[src/rtl/freq_div_ctrl.sv]
// Run-time controller for the frequency divider: owns the divide counter and the
// divided clock, and retunes or stops it only at output period boundaries.
module freq_div_ctrl #(
    parameter int CNT_W       = 8,
    parameter int DEFAULT_DIV = 2
) (
    input  logic             i_clk,
    input  logic             i_rst_n,
    input  logic             i_cfg_valid,
    output logic             o_cfg_ready,
    input  logic             i_cfg_en,
    input  logic [CNT_W-1:0] i_cfg_div,
    output logic             o_out_clk,
    output logic             o_busy,
    output logic [CNT_W-1:0] o_div_active,
    output logic             o_err_div
);

    typedef enum logic [1:0] {
        IDLE,
        RUN,
        PEND,
        STOP_WAIT
    } state_t;

    state_t           r_state;
    logic [CNT_W-1:0] r_cnt;
    logic [CNT_W-1:0] r_div_active;
    logic [CNT_W-1:0] r_pend_div;
    logic             r_out_clk;
    logic             r_err_div;

    logic             w_xfer;
    logic             w_div_bad;
    logic             w_boundary;
    logic [CNT_W-1:0] w_cnt_inc;
    logic [CNT_W:0]   w_half;
    logic [CNT_W-1:0] w_step_cnt;
    logic             w_step_out;

    assign w_xfer     = i_cfg_valid && o_cfg_ready;
    assign w_div_bad  = (i_cfg_div < CNT_W'(2));
    assign w_boundary = (r_cnt == (r_div_active - CNT_W'(1)));
    assign w_cnt_inc  = r_cnt + CNT_W'(1);

    // High time is ceil(N/2); the extra bit keeps N = 2^CNT_W-1 from overflowing.
    assign w_half     = ({1'b0, r_div_active} + (CNT_W+1)'(1)) >> 1;

    assign w_step_cnt = w_boundary ? '0 : w_cnt_inc;
    assign w_step_out = w_boundary ? 1'b1 : ({1'b0, w_cnt_inc} < w_half);

    always_ff @(posedge i_clk or negedge i_rst_n) begin
        if (!i_rst_n) begin
            r_state      <= IDLE;
            r_cnt        <= '0;
            r_out_clk    <= 1'b0;
            r_err_div    <= 1'b0;
            r_div_active <= CNT_W'(DEFAULT_DIV);
            r_pend_div   <= '0;
        end else begin
            r_err_div <= w_xfer && w_div_bad;
            case (r_state)
                IDLE: begin
                    if (w_xfer && !w_div_bad && i_cfg_en) begin
                        r_div_active <= i_cfg_div;
                        r_cnt        <= '0;
                        r_out_clk    <= 1'b1;
                        r_state      <= RUN;
                    end
                end
                RUN: begin
                    r_cnt     <= w_step_cnt;
                    r_out_clk <= w_step_out;
                    // Commands are only latched here; they take effect at the next boundary.
                    if (w_xfer && !w_div_bad) begin
                        if (i_cfg_en) begin
                            r_pend_div <= i_cfg_div;
                            r_state    <= PEND;
                        end else begin
                            r_state <= STOP_WAIT;
                        end
                    end
                end
                PEND: begin
                    if (w_boundary) begin
                        r_div_active <= r_pend_div;
                        r_cnt        <= '0;
                        r_out_clk    <= 1'b1;
                        r_state      <= RUN;
                    end else begin
                        r_cnt     <= w_step_cnt;
                        r_out_clk <= w_step_out;
                    end
                end
                STOP_WAIT: begin
                    if (w_boundary) begin
                        r_cnt     <= '0;
                        r_out_clk <= 1'b0;
                        r_state   <= IDLE;
                    end else begin
                        r_cnt     <= w_step_cnt;
                        r_out_clk <= w_step_out;
                    end
                end
                default: r_state <= IDLE;
            endcase
        end
    end

    assign o_cfg_ready  = (r_state == IDLE) || (r_state == RUN);
    assign o_busy       = (r_state != IDLE);
    assign o_out_clk    = r_out_clk;
    assign o_div_active = r_div_active;
    assign o_err_div    = r_err_div;

endmodule

[config.mk]
export PLATFORM = sky130hd
export DESIGN_NAME = freq_div_ctrl
export DESIGN_NICKNAME = d
export VERILOG_FILES = /design/src/rtl/freq_div_ctrl.sv
export SDC_FILE = /design/constraint.sdc
export NUM_CORES = 1
export LEC_CHECK = 0
export CELL_PAD_IN_SITES_DETAIL_PLACEMENT = 1
export CELL_PAD_IN_SITES_GLOBAL_PLACEMENT = 1
export CORE_ASPECT_RATIO = 0.5
export CORE_MARGIN = 3
export CORE_UTILIZATION = 44
export CTS_BUF_LIST = sky130_fd_sc_hd__clkbuf_4 sky130_fd_sc_hd__clkbuf_8 sky130_fd_sc_hd__clkbuf_16
export DETAILED_ROUTE_END_ITERATION = 8
export HOLD_SLACK_MARGIN = 0.05
export PLACE_DENSITY_LB_ADDON = 0.2
export SYNTH_ARGS = -nofsm -noshare
export SYNTH_HDL_FRONTEND = slang
export SYNTH_SLANG_ARGS = --single-unit
[constraint.sdc]
create_clock -name i_clk -period 3.22 [get_ports i_clk]
set_input_delay 0.644 -clock i_clk [delete_from_list [all_inputs] [get_ports i_clk]]
set_output_delay 0.644 -clock i_clk [all_outputs]
set_load 0.02 [all_outputs]
==> metrics.yaml <==
place:
  place.gp.congestion: 0.8116
  place_ws_ns: 0.4271
  dp_hpwl_mm: 3.607
  io_buffer_count: 23
critical_path:
  crit_family: "buffers and inverters"
  worst-path-max-fanout: 9
  cp_data_required_time_ns: 2.58
  worst_ep_arrival_time_ns: 2.04
  slowest_stage: "clkdlybuf4s50_1"
  worst-setup-path-type: "reg2out"
  start_kind: "register"
  critPathBufInv: 2
  rr_worst_depth: 7
  critPathCaptureType: "output pin"
  crit_chain: "nor2_1 > clkinv_1 > clkdlybuf4s50_1"
  cp.depth: 3
  cp_slowest_stage_delay_ns: 0.65
finish:
  fill_cells: 444
  multi_input_area_um2: 1157
  area_growth_pct: 15.88
  antennaDiodeCount: 0
  drive_gt1_share_pct: 18.14
  seqCellArea_um2: 701.9
  fin_nets: 227
global_route:
  grt_use_total_pct: 19.68
  gr-total-overflow: 0
  antenna_found_initial: 0
  grt_pass1_vias: 1598
  grt_max_degree: 29
  grt_pass1_wl_mm: 7.921
synthesis:
  syn_inst: 182
  async_flop_share_pct: 100.0
  synth_cell_types: 46
  yosys_register_bits: 28
  syn_area_um2: 1962
  synth-seq-area-share_pct: 35.78
  ys_warn_count: 0
  synth_edf_count: 0
  syn_avg_cell_area_um2: 10.78
  ys_dominant_reg_cell: "dfrtp_1"
  synth_fp_nets: 204
clock_tree:
  insertion_delay_ns: 0.28
  clockBufferDepth: 2
  cts_sinks: 28
  root_buffer: "clkbuf_8"
  cts_htree_levels: 1
  cts_tree: "built"
  path_clk_slew_ns: 0.10
  cts_hold_buf: 0
  cts_resized: 0
  cts_buffers: 3
  cts_setup_buffers: 0
route:
  vias: 1451
  drtAntennaViolNets: 0
  drt-vias-per-instance: 5.624
  drt_iter0_markers: 100
  wl_mm: 4.755
  drc: 0
  drt_pass1_iterations: 4
  wl_per_cell_um: 18.43
die:
  rows: 16
  initial_core_util_pct: 48.04
  io_pins: 24
  dieArea_um2: 5345
  core_um2: 4084
  die_h_um: 53.22
  die_x_um: 100.4
power:
  p_sw_w: 0.001031
  power_frac_seq_pct: 32.1
  intPower_w: 0.001314
  power_w: 0.002345
  vdd_drop_max_mv: 0.3943
  clkPwrFrac_pct: 12.1
  combPwrFrac_pct: 55.8
  p_sw_share_pct: 43.97
  p_leak_nw: 0.9399
  power_density_nw_per_um2: 1032
timing:
  tightest_slew_ns: 0.4509
  fmax_mhz: 372.3
  fin_ws_ns: 0.5338
  tns_ns: 0
  hold_viol_final: 0
  finalCritPeriodShare_pct: 83.42
  skew_ns: 0.005390
  setup_viol: 0
  layout_min_cycle_time_ns: 2.686
  worst_hold_slack_ns: 0.5162
  drv_slew: 0
  relSlewSlack_pct: 69.94
  rsz0062_at_grt: "no"
flow_run:
  maxCapViolations: 0
worst_hold_path:
  hold_path.class: "reg2reg"
  hold_depth: 1
outcome:
  status: "completed"
cell usage in the layout, fill, tap and decap left out, drive strengths merged, types with 2 or more instances in the layout:
master	n
dfrtp	27
clkdlybuf4s50	23
mux2	18
xnor2	16
nand2	13
nor2	11
ha	10
o21ai	8
nand3	8
xor2	6
mux2i	6
inv	5
nand2b	5
a32o	5
nor3	5
a21oi	4
clkbuf	3
buf	3
a41oi	3
nor4	3
nand4	2
nand3b	2
a31oi	2
or3	2
and3	2
logic make-up (layout without fill, tap and decap cells):
logic type / after synthesis / after routing / synth area share [%]
xor+xnor: 22 / 22 / 10.20
fa+ha+maj: 10 / 10 / 6.378
buf+inv: 14 / 36 / 5.229
compound gates: 27 / 27 / 10.72
mux: 24 / 24 / 14.35
flops: 28 / 28 / 35.78
simple gates: 57 / 57 / 17.35
synthesized netlist by cell type, types with 4 or more instances:
cell / instances / area share (%)
nand2_1: 12 / 2.3
nand2b_1: 5 / 1.6
xor2_1: 6 / 2.7
nor2_1: 10 / 1.9
buf_6: 5 / 2.9
mux2i_1: 6 / 3.1
a32o_1: 5 / 2.6
mux2_4: 5 / 3.8
ha_1: 10 / 6.4
nor3_1: 4 / 1.0
o21ai_0: 8 / 2.0
xnor2_1: 15 / 6.7
nand3_1: 7 / 1.8
mux2_2: 13 / 7.5
inv_1: 5 / 0.96
a21oi_1: 4 / 1.0
dfrtp_1: 27 / 34
area by class of cell:
type	instances	area share (%)
Multi-Input combinational cell	140	50.91
Timing Repair Buffer	26	11.12
Clock buffer	3	1.816
Sequential cell	28	30.88
Tap cell	54	2.972
Inverter	6	0.9906
Clock inverter	1	1.321
metrics by stage:
| step | area (µm²) | util (%) | std cells |
|---|---|---|---|
| after floorplan | 1962 | - | 182 |
| after global placement | 2202 | 53.92 | 254 |
| after detailed placement | 2202 | 53.92 | 254 |
| after CTS | 2273 | 55.67 | 258 |
| after global routing | 2273 | 55.67 | 258 |
| final | 2273 | 55.67 | 258 |
routing by layer:
metal / GRT usage (%) / share of wire [%] / vias to the layer above
met3: 4.605 / 3.1 / 6
met5: 0 / 0 / -
met1: 25.48 / 48 / 723
met2: 33.44 / 47 / 22
li1: - / - / 700
met4: 5.145 / 1.4 / 0
worst register-to-register path: cells and delay by family (launching register included):
family / cells / cell delay, ns
AOI/OAI and AO/OA: 1 / 0.22
muxes: 1 / 0.32
xor gates and xnor gates: 1 / 0.17
buffers and inverters: 1 / 0.11
DFF: 1 / 0.63
and+or+nand+nor: 2 / 0.63
adders and majority gates: 1 / 0.33
power by group through the flow:
stage | Clock, W | Combinational, W | Sequential (W)
after floorplan | 0 | 0.00102 | 0.000695
after global placement | 0 | 0.00125 | 0.000747
after detailed placement | 0 | 0.00130 | 0.000758
after CTS | 0.000294 | 0.00132 | 0.000752
after global routing | 0.000311 | 0.00143 | 0.000787
final | 0.000285 | 0.00131 | 0.000753
registers in the layout, indices dropped and copies added, names as in the netlist:
signal and flops:
o_div_active 8, o_err_div 1, o_out_clk 1, r_cnt 8, r_pend_div 8, r_state 2
worst paths after layout:
path                            startpoint         endpoint  slack (ns)
max reg2reg                o_div_active[1]  o_div_active[3]        0.71
max in group asynchronous          i_rst_n  o_div_active[1]        2.18
min in group asynchronous          i_rst_n         r_cnt[7]        0.72
min reg2reg                  r_pend_div[7]    r_pend_div[7]        0.52
min                          r_pend_div[7]    r_pend_div[7]        0.52
max                             r_state[0]           o_busy        0.53
Note: power is estimated with default switching activity, not from simulation.
